==> src/rtl/picorv_stream_master.sv <==
// picorv_stream_master
// Stream-driven initiator for the PicoRV32 native memory bus. Command packets
// arrive on a 32-bit valid/ready stream and are turned into word writes or
// reads. Read data and a per-packet status word leave on a 32-bit output
// stream.
//
// Packet: word0 = {op[31], ignored[30:8], len[7:0]}, word1 = byte address
// (low two bits forced to 0), then len data words for writes only.
// Status word: {8'hA5, 6'b0, to, op, 8'h00, done_cnt}.
//
// Ports:
//   clk, resetn                    clock, synchronous active-low reset
//   din, val_in, ready_upward      command/data input stream
//   dout, val_out, ready_downward  read data / status output stream
//   mem_*                          PicoRV32 native bus initiator side
//   busy                           packet in progress (state != IDLE)
//   err                            sticky bus timeout flag
module picorv_stream_master #(
    parameter int unsigned TIMEOUT  = 1024,
    parameter int unsigned CNT_BITS = 16
) (
    input  logic        clk,
    input  logic        resetn,
    input  logic [31:0] din,
    input  logic        val_in,
    output logic        ready_upward,
    output logic [31:0] dout,
    output logic        val_out,
    input  logic        ready_downward,
    output logic        mem_valid,
    output logic        mem_instr,
    input  logic        mem_ready,
    output logic [31:0] mem_addr,
    output logic [31:0] mem_wdata,
    output logic [3:0]  mem_wstrb,
    input  logic [31:0] mem_rdata,
    output logic        busy,
    output logic        err
);

    localparam int unsigned     LEN_W   = 8;
    localparam int unsigned     DATA_W  = 32;
    localparam logic            TO_EN   = 1'(TIMEOUT != 0);
    // Last count value before the access is abandoned; unused when TO_EN=0.
    localparam logic [CNT_BITS-1:0] TO_LAST = CNT_BITS'(TIMEOUT - 1);

    typedef enum logic [2:0] {
        S_IDLE,
        S_HDR1,
        S_WDATA,
        S_WBUS,
        S_RBUS,
        S_RSEND,
        S_DRAIN,
        S_STAT
    } state_t;

    state_t              state_q,     state_d;
    logic                op_q,        op_d;
    logic                to_q,        to_d;
    logic [LEN_W-1:0]    rem_q,       rem_d;
    logic [LEN_W-1:0]    done_q,      done_d;
    logic [DATA_W-1:0]   addr_q,      addr_d;
    logic                mem_valid_q, mem_valid_d;
    logic [DATA_W-1:0]   mem_wdata_q, mem_wdata_d;
    logic [3:0]          mem_wstrb_q, mem_wstrb_d;
    logic [DATA_W-1:0]   dout_q,      dout_d;
    logic                val_out_q,   val_out_d;
    logic                ready_q,     ready_d;
    logic                busy_q,      busy_d;
    logic                err_q,       err_d;
    logic [CNT_BITS-1:0] tcnt_q,      tcnt_d;

    logic                in_fire_c;
    logic                out_fire_c;
    logic                bus_done_c;
    logic                bus_to_c;
    logic [LEN_W-1:0]    done_inc_c;

    assign in_fire_c  = val_in && ready_q;
    assign out_fire_c = val_out_q && ready_downward;
    // mem_ready only counts while a request is actually outstanding.
    assign bus_done_c = mem_valid_q && mem_ready;
    // Completion on the final count cycle takes priority over the timeout.
    assign bus_to_c   = TO_EN && mem_valid_q && !mem_ready && (tcnt_q == TO_LAST);
    assign done_inc_c = (done_q == '1) ? done_q : done_q + LEN_W'(1);

    // Next-state and datapath
    always_comb begin
        state_d     = state_q;
        op_d        = op_q;
        to_d        = to_q;
        rem_d       = rem_q;
        done_d      = done_q;
        addr_d      = addr_q;
        mem_valid_d = mem_valid_q;
        mem_wdata_d = mem_wdata_q;
        mem_wstrb_d = mem_wstrb_q;
        dout_d      = dout_q;
        val_out_d   = val_out_q;
        err_d       = err_q;
        tcnt_d      = tcnt_q;

        if (mem_valid_q && !mem_ready) begin
            tcnt_d = tcnt_q + CNT_BITS'(1);
        end

        case (state_q)
            S_IDLE: begin
                if (in_fire_c) begin
                    op_d    = din[31];
                    rem_d   = din[LEN_W-1:0];
                    done_d  = '0;
                    to_d    = 1'b0;
                    state_d = S_HDR1;
                end
            end

            S_HDR1: begin
                if (in_fire_c) begin
                    addr_d = {din[31:2], 2'b00};
                    if (rem_q == '0) begin
                        state_d = S_STAT;
                    end else if (op_q) begin
                        state_d = S_WDATA;
                    end else begin
                        mem_valid_d = 1'b1;
                        mem_wstrb_d = 4'h0;
                        tcnt_d      = '0;
                        state_d     = S_RBUS;
                    end
                end
            end

            S_WDATA: begin
                if (in_fire_c) begin
                    mem_wdata_d = din;
                    mem_wstrb_d = 4'hF;
                    mem_valid_d = 1'b1;
                    tcnt_d      = '0;
                    state_d     = S_WBUS;
                end
            end

            S_WBUS: begin
                if (bus_done_c) begin
                    mem_valid_d = 1'b0;
                    done_d      = done_inc_c;
                    addr_d      = addr_q + 32'd4;
                    rem_d       = rem_q - LEN_W'(1);
                    state_d     = (rem_q == LEN_W'(1)) ? S_STAT : S_WDATA;
                end else if (bus_to_c) begin
                    // The abandoned word is consumed; any remaining words are drained.
                    mem_valid_d = 1'b0;
                    to_d        = 1'b1;
                    err_d       = 1'b1;
                    rem_d       = rem_q - LEN_W'(1);
                    state_d     = (rem_q == LEN_W'(1)) ? S_STAT : S_DRAIN;
                end
            end

            S_RBUS: begin
                if (bus_done_c) begin
                    mem_valid_d = 1'b0;
                    dout_d      = mem_rdata;
                    val_out_d   = 1'b1;
                    state_d     = S_RSEND;
                end else if (bus_to_c) begin
                    mem_valid_d = 1'b0;
                    to_d        = 1'b1;
                    err_d       = 1'b1;
                    state_d     = S_STAT;
                end
            end

            S_RSEND: begin
                // Next read is only issued once the previous word has left.
                if (out_fire_c) begin
                    val_out_d = 1'b0;
                    done_d    = done_inc_c;
                    addr_d    = addr_q + 32'd4;
                    rem_d     = rem_q - LEN_W'(1);
                    if (rem_q == LEN_W'(1)) begin
                        state_d = S_STAT;
                    end else begin
                        mem_valid_d = 1'b1;
                        mem_wstrb_d = 4'h0;
                        tcnt_d      = '0;
                        state_d     = S_RBUS;
                    end
                end
            end

            S_DRAIN: begin
                if (in_fire_c) begin
                    rem_d = rem_q - LEN_W'(1);
                    if (rem_q == LEN_W'(1)) begin
                        state_d = S_STAT;
                    end
                end
            end

            S_STAT: begin
                // Status is loaded one cycle after entry so a pending read word clears first.
                if (!val_out_q) begin
                    dout_d    = {8'hA5, 6'b0, to_q, op_q, 8'h00, done_q};
                    val_out_d = 1'b1;
                end else if (out_fire_c) begin
                    val_out_d = 1'b0;
                    state_d   = S_IDLE;
                end
            end

            default: begin
                state_d = S_IDLE;
            end
        endcase

        // Registered flags follow the state being entered.
        ready_d = (state_d == S_IDLE) || (state_d == S_HDR1) ||
                  (state_d == S_WDATA) || (state_d == S_DRAIN);
        busy_d  = (state_d != S_IDLE);
    end

    // State and output registers
    always_ff @(posedge clk) begin
        if (!resetn) begin
            state_q     <= S_IDLE;
            op_q        <= 1'b0;
            to_q        <= 1'b0;
            rem_q       <= '0;
            done_q      <= '0;
            addr_q      <= '0;
            mem_valid_q <= 1'b0;
            mem_wdata_q <= '0;
            mem_wstrb_q <= 4'h0;
            dout_q      <= '0;
            val_out_q   <= 1'b0;
            ready_q     <= 1'b0;
            busy_q      <= 1'b0;
            err_q       <= 1'b0;
            tcnt_q      <= '0;
        end else begin
            state_q     <= state_d;
            op_q        <= op_d;
            to_q        <= to_d;
            rem_q       <= rem_d;
            done_q      <= done_d;
            addr_q      <= addr_d;
            mem_valid_q <= mem_valid_d;
            mem_wdata_q <= mem_wdata_d;
            mem_wstrb_q <= mem_wstrb_d;
            dout_q      <= dout_d;
            val_out_q   <= val_out_d;
            ready_q     <= ready_d;
            busy_q      <= busy_d;
            err_q       <= err_d;
            tcnt_q      <= tcnt_d;
        end
    end

    assign ready_upward = ready_q;
    assign dout         = dout_q;
    assign val_out      = val_out_q;
    assign mem_valid    = mem_valid_q;
    assign mem_instr    = 1'b0;
    assign mem_addr     = addr_q;
    assign mem_wdata    = mem_wdata_q;
    assign mem_wstrb    = mem_wstrb_q;
    assign busy         = busy_q;
    assign err          = err_q;

endmodule
==> config.mk <==
export PLATFORM = sky130hd
export DESIGN_NAME = picorv_stream_master
export DESIGN_NICKNAME = d
export VERILOG_FILES = /design/src/rtl/picorv_stream_master.sv
export SDC_FILE = /design/constraint.sdc
export NUM_CORES = 1
export LEC_CHECK = 0
export BUFFER_PORTS_ARGS = -buffer_cell sky130_fd_sc_hd__buf_2
export CORE_MARGIN = 4
export CORE_UTILIZATION = 35
export CTS_BUF_LIST = sky130_fd_sc_hd__clkbuf_8
export DETAILED_ROUTE_END_ITERATION = 6
export PLACE_DENSITY = 0.55
export SYNTH_ARGS = -nofsm -noshare
export SYNTH_HDL_FRONTEND = slang
export SYNTH_SLANG_ARGS = --single-unit
==> constraint.sdc <==
create_clock -name clk -period 4.2 [get_ports clk]
set_clock_uncertainty 0.1 [all_clocks]
set_input_delay 0.42 -clock clk [delete_from_list [all_inputs] [get_ports clk]]
set_output_delay 0.42 -clock clk [all_outputs]
set_load 0.02 [all_outputs]
# --- Word-level counts from Yosys, hierarchy flattened ---
# Index checks and enable logic that the tools add are counted.
word_totals:
  elab_cells: 150
  in_bits: 69
  output_inout_bits: 106
  register_bits: 142
op_classes:
  n_mux: 69
  n_reduce_logical: 33
  n_eq_ne: 28
  add_sub_neg: 4
  bitwise_logic: 1
op_table:
  columns: ["operator", "count"]
  rows:
  - ["$mux W32", 5]
  - ["$mux W16", 7]
  - ["$pmux W32 S3", 1]
  - ["$mux W8", 9]
  - ["$pmux W32 S2", 1]
  - ["$pmux W16 S3", 1]
  - ["$mux W3", 15]
  - ["$add A32 B3 Y32 const B", 1]
  - ["$pmux W8 S4", 1]
  - ["$mux W4", 6]
  - ["$ne A2 B2 Y1 const B", 12]
  - ["$pmux W3 S8", 1]
  - ["$pmux W8 S3", 1]
  - ["$add A16 B1 Y16 const B", 1]
  - ["$eq A16 B10 Y1 const B", 1]
  - ["$mux W1", 16]
  - ["$eq A3 B3 Y1 const B", 5]
  - ["$reduce_bool A3 Y1", 5]
  - ["$pmux W4 S3", 1]
  - ["$reduce_and A4 Y1", 3]
  - ["$eq A3 B2 Y1 const B", 3]
  - ["$reduce_and A3 Y1", 3]
  - ["$add A8 B1 Y8 const B", 1]
  - ["$eq A8 B1 Y1 const B", 1]
  - ["23 further kinds", 34]

# --- Logic depth before layout (Yosys ltp) ---
# Gate-level depths: netlist (run 1).
depth:
  word_depth: 10
  ltp_mapped: 8
  depth_no_buf: 7

# --- Least setup slack after synthesis (run 1) ---
# No wires, ideal clock.
synth_timing:
  path_type: "reg-to-reg"
  startpoint: "reg addr_q[2] (netlist: mem_addr[2])"
  endpoint: "reg addr_q[28] (netlist: mem_addr[28])"
  synth_period_minus_slack_ns: 2.277
  n_path_buf: 1
  stages_incl_launch_ff: 8
  setup_time_ns: 0.119
  arrival_time_ns: 2.059
  required_ns: 3.981
  slack_ns: 1.923
  cell_sequence: "dfxtp_1 -> ha_1 -> nand4_1 -> nor4_4 -> and3_1 -> buf_2 -> a31oi_1 -> o221a_2"
synth_via:
  elab_chain_cells: 3
  elab_cells_between_ends: 4
  cone_classes: "add/sub (1); mux (3)"
synth_lines:
  columns: ["element", "line", "text"]
  rows:
  - ["from (decl)", "63", "logic [DATA_W-1:0] addr_q, addr_d;"]
  - ["from (signal assigned)", "249", "addr_q <= addr_d;"]
  - ["$add A32 B3 Y32 *", "149, 181", null]
  - ["$mux W32, on equally long branches", "178, 146", null]
  - ["$pmux W32 S3 *", "108", "case (state_q)"]
# Every way passes the cells marked *; elsewhere a longest branch is shown, timed or not. The select of a mux whose other input is x is not followed.
# A chain may end at the register's enable or synchronous reset.

# --- Worst setup path after layout (run 1) ---
layout_timing:
  startpoint: "reg state_q[1]"
  endpoint: "reg dout_q[23] (netlist: dout[23])"
layout_via:
  elab_chain_cells: 3
  elab_cells_between_ends: 7
  cone_classes: "eq/ne (4); mux (1); reduce/logical (2)"
layout_lines:
  columns: ["element", "line", "text"]
  rows:
  - ["from (decl)", "58", "state_t state_q, state_d;"]
  - ["from (signal assigned)", "244", "state_q <= state_d;"]
  - ["$eq A3 B3 Y1", "108", null]
  - ["$ne A2 B2 Y1 (no line) or $reduce_bool A2 Y1 (tied branches)", null, null]
  - ["$reduce_and A3 Y1 (no line)", null, null]
  - ["to (signal assigned)", "253", "dout_q <= dout_d;"]
  - ["to (decl)", "67", "logic [DATA_W-1:0] dout_q, dout_d;"]
# Parallel ways exist; a longest one is shown, timed or not.

==> flow_summary_export.csv, run 1 <==
group,metric,value,unit
pwr,combPwrFrac,11.7,%
logic_synthesis,synth_edf_count,0,
setup_path,cp-start-kind,"flip-flop",
clock_tree,hold_buffers,0,
pwr,clock_power_share,40.7,%
pwr,switching_power,0.7778,mW
sta,finalWorstSetupSlack,1484,ps
logic_synthesis,yosys-top-cells-area,"dfxtp_1 41%, nand2_1 6.7%, a21oi_1 5.4%, nor2_1 5.3%, clkbuf_1 2.3%",
sta,whs,114.8,ps
floorplanning,die_h,146.5,um
setup_path,crit_buf_inv,1,
route,drc,0,
pwr,switching_share,26.89,%
sta,max_slew_margin,24.82,%
floorplanning,die_w,146.5,um
route,vias,6510,
route,wire_per_inst,16.19,um
logic_synthesis,synth.ff_latch_count,137,
sta,setup_viol,0,
route,antenna_left,0,
clock_tree,cts_tree,"built",
sta,period_share,64.67,%
logic_synthesis,synthArstFlopShare,0,%
logic_synthesis,synth_flop_cell,"dfxtp_1",
cells_and_area,fin_cells,1215,
sta,fmax,368.2,MHz
cells_and_area,nets,1044,
setup_path,crit_path_max_incr_delay,860,ps
global_routing,grt_usage,18.06,%
route,wl_met3,1.269,mm
pwr,intPower,2.114,mW
setup_path,cp.required,4480,ps
floorplanning,die-area,0.02146,sq mm
global_routing,grt_pass1_vias,6073,
global_routing,grt_pass1_wl,32.02,mm
route,drt_iter0_drc,489,
setup_path,cpMostUsedCell,"nor2_1",
status,status,"finished, final reports clean",
floorplanning,core.rowCount,50,
floorplanning,start_util,35.77,%
logic_synthesis,syn_avg_cell_area,8.089,sq um
logic_synthesis,yosysSeqAreaShare,40.85,%
clock_tree,clkTransAtPathRegs,80,ps
setup_path,cp.arrival,3000,ps
clock_tree,cts_setup_buffers,0,
sta,finalSetupTns,0,ps
route,totalWireLength,19.67,mm
floorplanning,ios,175,
clock_tree,cts_max_level,4,
logic_synthesis,syn_area,0.006714,sq mm
cells_and_area,drive_above_1_share,24.67,%
placement,port_buffers,171,
setup_path,crit_type,"reg -> reg",
setup_path,crit_chain,"nand2b_1 > nor3_2 > buf_4 > nor2_1 > a22oi_1 > nor2_1",
clock_tree,clock_latency,450,ps
logic_synthesis,ys_types,70,
logic_synthesis,yosysMostFrequentCell,"dfxtp_1",
pwr,powerDensity,356.5,mW/mm^2
clock_tree,clockBufferDepth,2,
floorplanning,fp.coreArea,0.01877,sq mm
clock_tree,post_cts_resized,0,
sta,finalHoldViolations,0,
route,wl_met2,8.643,mm
logic_synthesis,synth_top_area_cell,"dfxtp_1",
placement,dp_slack,1498,ps
clock_tree,clock-sinks,137,
logic_synthesis,synth_cells,830,
sta,finalCriticalPeriod,2716,ps
logic_synthesis,synth_commonest_cells,"137 x dfxtp_1, 120 x nand2_1, 94 x nor2_1",
clock_tree,cts_made_buffers,17,
sta,rsz0062_at_grt,"no",
setup_path,end_kind,"flip-flop",
pwr,peakVddDrop,0.1898,mV
route,dr.max_layer_used,"met4",
placement,dpl_cell_area,0.007687,sq mm
pwr,p_leak,3.356,nW
route,dr.pass1.iters,5,
cells_and_area,diodes,0,
min_path,hp-class,"in -> reg",
global_routing,grt_max_degree,52,
placement,globalplace.congestion,0.7774,
logic_synthesis,synth_warnings,0,
route,vias_per_cell,5.358,
clock_tree,clockRootBuffer,"clkbuf_8",
run,drv_cap,0,
logic_synthesis,yosysTopAreaCellShare,40.85,%
sta,slew_violations,0,
route,met1_length,9.468,mm
placement,dp.final_hpwl,13.75,mm
cells_and_area,fin_area,0.008113,sq mm
global_routing,grt-ovfl-total,0,
placement,place_inst,1184,
sta,worst_pin_slew,1124,ps
setup_path,path_delay_family,"simple AND/OR/NAND/NOR gates",
global_routing,antenna_found_initial,0,
setup_path,slowest_stage,"nor2_1",
setup_path,cp_max_fo,21,
cells_and_area,syn_to_final_growth,20.83,%
pwr,power_frac_seq,47.6,%
## cells by family (layout without fill, tap and decap cells)
kind of cell,after synthesis,after routing,synth area share (%)
AND/OR/NAND/NOR,355,355,25.64
AO/OA/AOI/OAI,225,225,22.96
flip-flops,137,137,40.85
buffers and inverters,74,223,4.883
XOR/XNOR,16,16,2.087
multiplexers,16,16,2.404
adder cells (fa/ha/maj),6,6,1.118
other,1,3,0.05585
## layout make-up
type	instances	area [sq um]
Inverter	8	30.03
Fill cell	1945	10660
Tap cell	234	292.8
Sequential cell	137	2743
Clock buffer	18	247.7
Clock inverter	13	177.7
Timing Repair Buffer	184	953.4
Multi-Input combinational cell	621	3669
## placed cells by master (no fill, tap or decap), types with 5 or more instances in the layout
cell	synthesis	layout
clkbuf_8	0	18
buf_4	7	13
a31oi_1	7	7
nor3_1	18	16
inv_1	7	8
o32ai_1	11	11
and2_0	5	5
or4_1	8	8
dfxtp_1	137	137
buf_2	12	171
a21o_1	7	7
or3_1	12	12
ha_1	6	6
nand4_1	12	12
a211oi_1	16	16
nand2b_1	5	5
o31a_1	6	6
and2_1	6	6
o22ai_1	6	6
a41oi_1	5	5
a22oi_1	20	20
a21oi_1	72	72
nand3_1	30	30
o221a_2	13	13
o21ai_0	24	24
and3_1	15	15
xnor2_1	5	5
o21a_1	6	6
xor2_1	11	11
mux2i_1	15	15
nor2_1	94	94
nor4_1	9	9
nand2_1	120	120
## per-layer routing
layer,vias up,track usage (%)
met5,-,0
met4,0,5.362
met3,22,5.214
met2,201,27.44
met1,2990,24.93
li1,3297,-
## power groups by stage
stage	Clock, mW	Combinational [mW]	Sequential [mW]
final	1.18	0.338	1.38
after global routing	1.27	0.375	1.38
after CTS	1.21	0.340	1.38
after detailed placement	0	0.339	1.41
after global placement	0	0.339	1.41
after floorplan	0	0.216	1.41
## per-stage QoR
step                      utilization [%]  total power, mW
after floorplan                         -            1.625
after global placement              40.96            1.745
after detailed placement            40.96            1.745
after CTS                           43.23            2.928
after global routing                43.23            3.024
final                               43.23            2.892
## worst min-delay path: cells and delay by family
kind                   cells  cell delay [ps]
AOI/OAI and AO/OA          1               60
and+or+nand+nor            1               80
buffers and inverters      1               80
## path summary, 6_finish.rpt
path                         startpoint                         end  slack (ps)  cells after the start
max               state_q[1]$_SDFF_PN0_       dout[23]$_SDFFE_PN0P_        1480                      6
min                       mem_rdata[28]       dout[28]$_SDFFE_PN0P_         110                      3
max reg2reg       state_q[1]$_SDFF_PN0_       dout[23]$_SDFFE_PN0P_        1480                      6
min reg2reg  mem_wdata[19]$_SDFFE_PN0P_  mem_wdata[19]$_SDFFE_PN0P_         350                      2
## sequential cells by signal (all words and copies together), names as in the netlist, 3 cells and up
signal / cells
dout: 32
mem_wdata: 32
mem_addr: 30
tcnt_q: 16
done_q: 8
rem_q: 8
state_q: 3
Power figures use the tool's default switching activity.
==> run 2, diff against run 1 <==
--- a/config.mk
+++ b/config.mk
@@ -10,7 +10,7 @@
 export CORE_UTILIZATION = 35
 export CTS_BUF_LIST = sky130_fd_sc_hd__clkbuf_8
 export DETAILED_ROUTE_END_ITERATION = 6
-export PLACE_DENSITY = 0.55
+export PLACE_DENSITY = 0.57
 export SYNTH_ARGS = -nofsm -noshare
 export SYNTH_HDL_FRONTEND = slang
 export SYNTH_SLANG_ARGS = --single-unit
==> constraint.sdc (replaced) <==
create_clock -name clk -period 2.2 [get_ports clk]
set_clock_uncertainty 0.1 [all_clocks]
set_input_delay 0.22 -clock clk [delete_from_list [all_inputs] [get_ports clk]]
set_output_delay 0.22 -clock clk [all_outputs]
set_load 0.02 [all_outputs]
==> run 2 against run 1 <==
  * Critical endpoint is now mem_addr[18]$_SDFFE_PN0P_
  * Routed wire length is 5.6% higher
  * Sequential power is 88% higher
  * First-iteration DRC count is 5.3% higher
  * Highest routed layer unchanged
==> flow_summary_export.csv, run 2 (synthesis gave the netlist of run 1 again) <==
group,metric,value,unit
sta,period_share,95.08,%
setup_path,cp-start-kind,"flip-flop",
min_path,hp-start,"mem_rdata[6]",
clock_tree,clockBufferDepth,2,
placement,dpl_cell_area,0.008023,sq mm
setup_path,slowest_stage,"nor4_1",
floorplanning,die-area,0.02146,sq mm
clock_tree,cts_max_level,4,
cells_and_area,syn_to_final_growth,33.97,%
pwr,finalPower,5.181,mW
floorplanning,core.rowCount,50,
setup_path,rrSetupSlack,110,ps
pwr,powerDensity,575.9,mW/mm^2
clock_tree,clock-sinks,137,
clock_tree,clock_latency,460,ps
sta,worst_pin_slew,711.5,ps
sta,slew_violations,0,
clock_tree,cts_made_buffers,17,
clock_tree,clkTransAtPathRegs,80,ps
placement,dp.final_hpwl,14.47,mm
route,dr.pass1.iters,5,
cells_and_area,nets,1148,
setup_path,cp_max_fo,4,
global_routing,grt_pass1_vias,6730,
placement,globalplace.congestion,0.8221,
run,drv_cap,0,
pwr,p_leak,3.812,nW
global_routing,antenna_found_initial,0,
floorplanning,die_w,146.5,um
min_path,hold_path_end,"dout[6]$_SDFFE_PN0P_",
route,totalWireLength,20.77,mm
placement,port_buffers,171,
cells_and_area,fin_area,0.008995,sq mm
clock_tree,clockRootBuffer,"clkbuf_8",
sta,finalHoldViolations,0,
sta,fmax,478.1,MHz
global_routing,grt-ovfl-total,0,
min_path,hold_depth,3,
setup_path,crit_type,"reg -> reg",
route,vias_per_cell,5.325,
route,drt_iter0_drc,515,
sta,finalSetupTns,0,ps
setup_path,r2r_start,"mem_addr[2]$_SDFFE_PN0P_",
global_routing,grt_pass1_wl,34.42,mm
route,antenna_left,0,
sta,finalWorstSetupSlack,108.2,ps
sta,whs,21.01,ps
route,wire_per_inst,15.76,um
route,vias,7019,
setup_path,cp.arrival,2350,ps
setup_path,r2r_end,"mem_addr[18]$_SDFFE_PN0P_",
floorplanning,die_h,146.5,um
route,drc,0,
cells_and_area,drive_above_1_share,26.48,%
cells_and_area,layout_common_cells,"171 x buf_2, 137 x dfxtp_1, 120 x nand2_1",
setup_path,crit_chain,"ha_1 > nand4_1 > buf_4 > nor4_1 > a41oi_1 > o221a_2",
setup_path,cp.required,2460,ps
pwr,peakVddDrop,0.3711,mV
status,status,"finished, final reports clean",
global_routing,grt_max_degree,46,
floorplanning,start_util,35.77,%
min_path,hp-class,"in -> reg",
global_routing,grt_usage,19.30,%
sta,max_slew_margin,52.52,%
setup_path,crit_path_max_incr_delay,400,ps
cells_and_area,final_common_cell,"buf_2",
floorplanning,ios,175,
setup_path,rr_worst_depth,6,
sta,setup_viol,0,
sta,finalCriticalPeriod,2092,ps
floorplanning,fp.coreArea,0.01877,sq mm
placement,dp_slack,27.15,ps
sta,rsz0062_at_grt,"no",
cells_and_area,diodes,0,
setup_path,end_kind,"flip-flop",
clock_tree,cts_tree,"built",
-- run 2: cell types whose count changed in the layout (fill, tap and decap cells not counted), moves of 2 or more --
cell           delta
bufinv_16         -4
clkinv_2          +5
clkinvlp_4        -3
buf_12            +4
buf_4            +39
dlygate4sd3_1    +61
nor2_2            +2
nor2_1            -2
-- run 2: cell type report --
cell class / instances / area [sq um]
Tap cell: 234 / 292.8
Timing Repair Buffer: 288 / 1937
Fill cell: 1838 / 9773
Sequential cell: 137 / 2743
Inverter: 8 / 30.03
Clock buffer: 18 / 247.7
Clock inverter: 12 / 63.81
Multi-Input combinational cell: 621 / 3681
-- run 2: worst max-delay path by stage --
| stage | depth (start not counted) | end | from |
|---|---|---|---|
| 5_1_grt | 7 | done_q[3]$_SDFFE_PN0P_ | state_q[1]$_SDFF_PN0_ |
| 3_3_place_gp | 6 | dout[23]$_SDFFE_PN0P_ | state_q[2]$_SDFF_PN0_ |
| 4_1_cts | 6 | dout[19]$_SDFFE_PN0P_ | state_q[2]$_SDFF_PN0_ |
| 3_5_place_dp | 6 | dout[23]$_SDFFE_PN0P_ | state_q[2]$_SDFF_PN0_ |
| 2_1_floorplan | 7 | mem_addr[28]$_SDFFE_PN0P_ | mem_addr[2]$_SDFFE_PN0P_ |
| 6_report | 6 | mem_addr[18]$_SDFFE_PN0P_ | mem_addr[2]$_SDFFE_PN0P_ |
-- run 2: layer usage --
layer | part of all wire (%) | vias to the layer above | wire length (um) | global-route usage, %
li1 | - | 3498 | - | -
met2 | 45 | 217 | 9364 | 29.80
met4 | 1.8 | 0 | 383 | 6.961
met5 | 0 | - | 0 | 0
met1 | 47 | 3272 | 9859 | 26.38
met3 | 5.6 | 32 | 1166 | 4.531
-- run 2: critical path: cells and delay by family (launching register included) --
| family | cells | cell delay (ps) |
|---|---|---|
| DFF | 1 | 330 |
| and+or+nand+nor | 2 | 650 |
| buffers and inverters | 1 | 230 |
| adders and majority gates | 1 | 210 |
| AOI/OAI and AO/OA | 2 | 460 |
-- run 2: repair_timing --
action,CTS,global route
endpoints found under the hold margin,65,0
resized for setup,0,6
hold buffers,61,0
setup buffers,0,5
setup endpoints to repair,0,27
-- run 2: metrics by stage --
step	util, %	cells
after detailed placement	42.75	1222
after global routing	47.93	1318
after global placement	42.75	1222
after CTS	47.66	1313
after floorplan	-	832
final	47.93	1318
-- run 2: power breakdown --
| part | internal (mW) | leakage [nW] | switching [mW] |
|---|---|---|---|
| logic | 0.380 | 2.53 | 0.454 |
| registers | 2.54 | 1.11 | 0.0647 |
| clock network | 0.769 | 0.176 | 0.975 |
| total | 3.69 | 3.81 | 1.49 |
==> run 3, diff against run 2 <==
==> constraint.sdc (replaced) <==
create_clock -name clk -period 2.2 [get_ports clk]
set_clock_uncertainty 0.1 [all_clocks]
set_input_delay 0.22 -clock clk [delete_from_list [all_inputs] [get_ports clk]]
set_output_delay 0.22 -clock clk [all_outputs]
set_load 0.1 [all_outputs]
==> run 3 against run 2 <==
  * Cell area grew 2.1%
  * Total power grew 17%
  * Clock-buffer cell count grew 1
  * Cell count shrank 0.23%
  * Maximum frequency grew 1.4%
  * Clock power grew 39%
  * Critical endpoint is now rem_q[7]$_SDFFE_PN0P_
  * Sequential cell count is the same
  * Sequential power is essentially flat
==> flow_summary_export.csv, run 3 (synthesis gave the netlist of run 1 again) <==
group,metric,value,unit
status,status,"finished, final reports clean",
floorplanning,core.rowCount,50,
global_routing,grt_pass1_wl,34.04,mm
setup_path,cp.required,2470,ps
floorplanning,die-area,0.02146,sq mm
placement,dp.final_hpwl,14.36,mm
sta,worst_pin_slew,703.4,ps
pwr,finalPower,6.081,mW
clock_tree,cts_max_level,4,
floorplanning,ios,175,
setup_path,cp-start-kind,"flip-flop",
floorplanning,die_w,146.5,um
floorplanning,fp.coreArea,0.01877,sq mm
sta,rsz0062_at_grt,"no",
pwr,peakVddDrop,0.3607,mV
route,drt_iter0_drc,563,
setup_path,r2r_start,"state_q[0]$_SDFF_PN0_",
pwr,p_leak,3.850,nW
placement,globalplace.congestion,0.8316,
route,vias,7000,
sta,max_slew_margin,53.05,%
global_routing,grt_usage,19.05,%
route,drc,0,
clock_tree,clockBufferDepth,2,
clock_tree,cts_made_buffers,17,
pwr,powerDensity,662.1,mW/mm^2
sta,finalHoldViolations,0,
clock_tree,clockRootBuffer,"clkbuf_8",
sta,fmax,484.6,MHz
clock_tree,clock-sinks,137,
global_routing,antenna_found_initial,0,
min_path,hp-start,"mem_rdata[7]",
floorplanning,die_h,146.5,um
sta,slew_violations,0,
route,vias_per_cell,5.323,
cells_and_area,diodes,0,
min_path,hp-class,"in -> reg",
cells_and_area,final_common_cell,"buf_2",
route,wire_per_inst,15.68,um
global_routing,grt_pass1_vias,6719,
sta,period_share,93.80,%
cells_and_area,syn_to_final_growth,36.81,%
sta,finalCriticalPeriod,2064,ps
placement,dpl_cell_area,0.008078,sq mm
clock_tree,clkTransAtPathRegs,80,ps
cells_and_area,fin_area,0.009185,sq mm
placement,port_buffers,171,
clock_tree,cts_tree,"built",
setup_path,cp.arrival,2330,ps
cells_and_area,layout_common_cells,"171 x buf_2, 120 x nand2_1, 111 x dfxtp_1",
cells_and_area,nets,1144,
sta,setup_viol,0,
setup_path,cp-startpoint,"state_q[0]$_SDFF_PN0_",
run,drv_cap,0,
cells_and_area,drive_above_1_share,28.95,%
route,dr.pass1.iters,6,
clock_tree,clock_latency,460,ps
setup_path,cp_max_fo,10,
setup_path,end_kind,"flip-flop",
global_routing,grt-ovfl-total,0,
floorplanning,start_util,35.77,%
route,totalWireLength,20.62,mm
route,antenna_left,0,
setup_path,crit_type,"reg -> reg",
global_routing,grt_max_degree,61,
-- run 3: cell types whose count changed in the layout (fill, tap and decap cells not counted), moves of 2 or more --
| cell | before | now |
|---|---|---|
| buf_4 | 52 | 47 |
| bufinv_16 | 0 | 5 |
| clkinv_2 | 8 | 3 |
| dfxtp_4 | 0 | 10 |
| inv_1 | 9 | 7 |
| dfxtp_1 | 137 | 111 |
| dfxtp_2 | 0 | 16 |
-- run 3: repair_timing --
item	CTS	global route
buffers inserted	0	2
hold endpoints to repair	66	0
hold buffers	62	0
resized for setup	0	6
endpoints found under the setup margin	0	28
-- run 3: layout make-up --
cell class | count | area [sq um]
Clock buffer | 19 | 261.5
Clock inverter | 12 | 197.7
Fill cell | 1819 | 9583
Inverter | 8 | 30.03
Multi-Input combinational cell | 621 | 3694
Sequential cell | 137 | 2800
Tap cell | 234 | 292.8
Timing Repair Buffer | 284 | 1909
-- run 3: routing by layer --
layer	global-route usage, %	wire length [um]	vias up
met4	6.444	434	0
met1	25.88	9830	3244
met3	4.997	1126	40
met2	29.43	9233	219
li1	-	-	3497
met5	0	0	-
-- run 3: final timing paths --
| path | slack (ps) | to | cells after the start |
|---|---|---|---|
| max | 140 | rem_q[7]$_SDFFE_PN0P_ | 5 |
| min reg2reg | 350 | mem_wdata[14]$_SDFFE_PN0P_ | 2 |
| min | 30 | dout[7]$_SDFFE_PN0P_ | 3 |
| max reg2reg | 140 | rem_q[7]$_SDFFE_PN0P_ | 5 |
-- run 3: critical path, cell delays in order (launching register included) --
cell	delay [ps]
dfxtp_1	460
buf_4	220
nand2_1	80
or4_4	560
and2_1	250
o32ai_1	300
-- run 3: where the power goes --
part,total [mW],leakage [nW],switching (mW),internal (mW)
clock network,2.41,0.228,1.01,1.40
logic,1.06,2.50,0.682,0.383
registers,2.61,1.12,0.0709,2.54
-- run 3: per-stage QoR --
stage               utilization [%]  instances  hold slack (ps)  setup TNS (ps)  worst slack [ps]
CTS                           48.79       1313            5.108               0             15.58
floorplan                         -        832            256.0          -37.86            -33.99
global placement              43.04       1220            338.8               0             54.45
detailed placement            43.04       1220            343.9               0             34.44
global route                  48.94       1315            26.80               0             12.01
finish                        48.94       1315            32.99               0             136.3
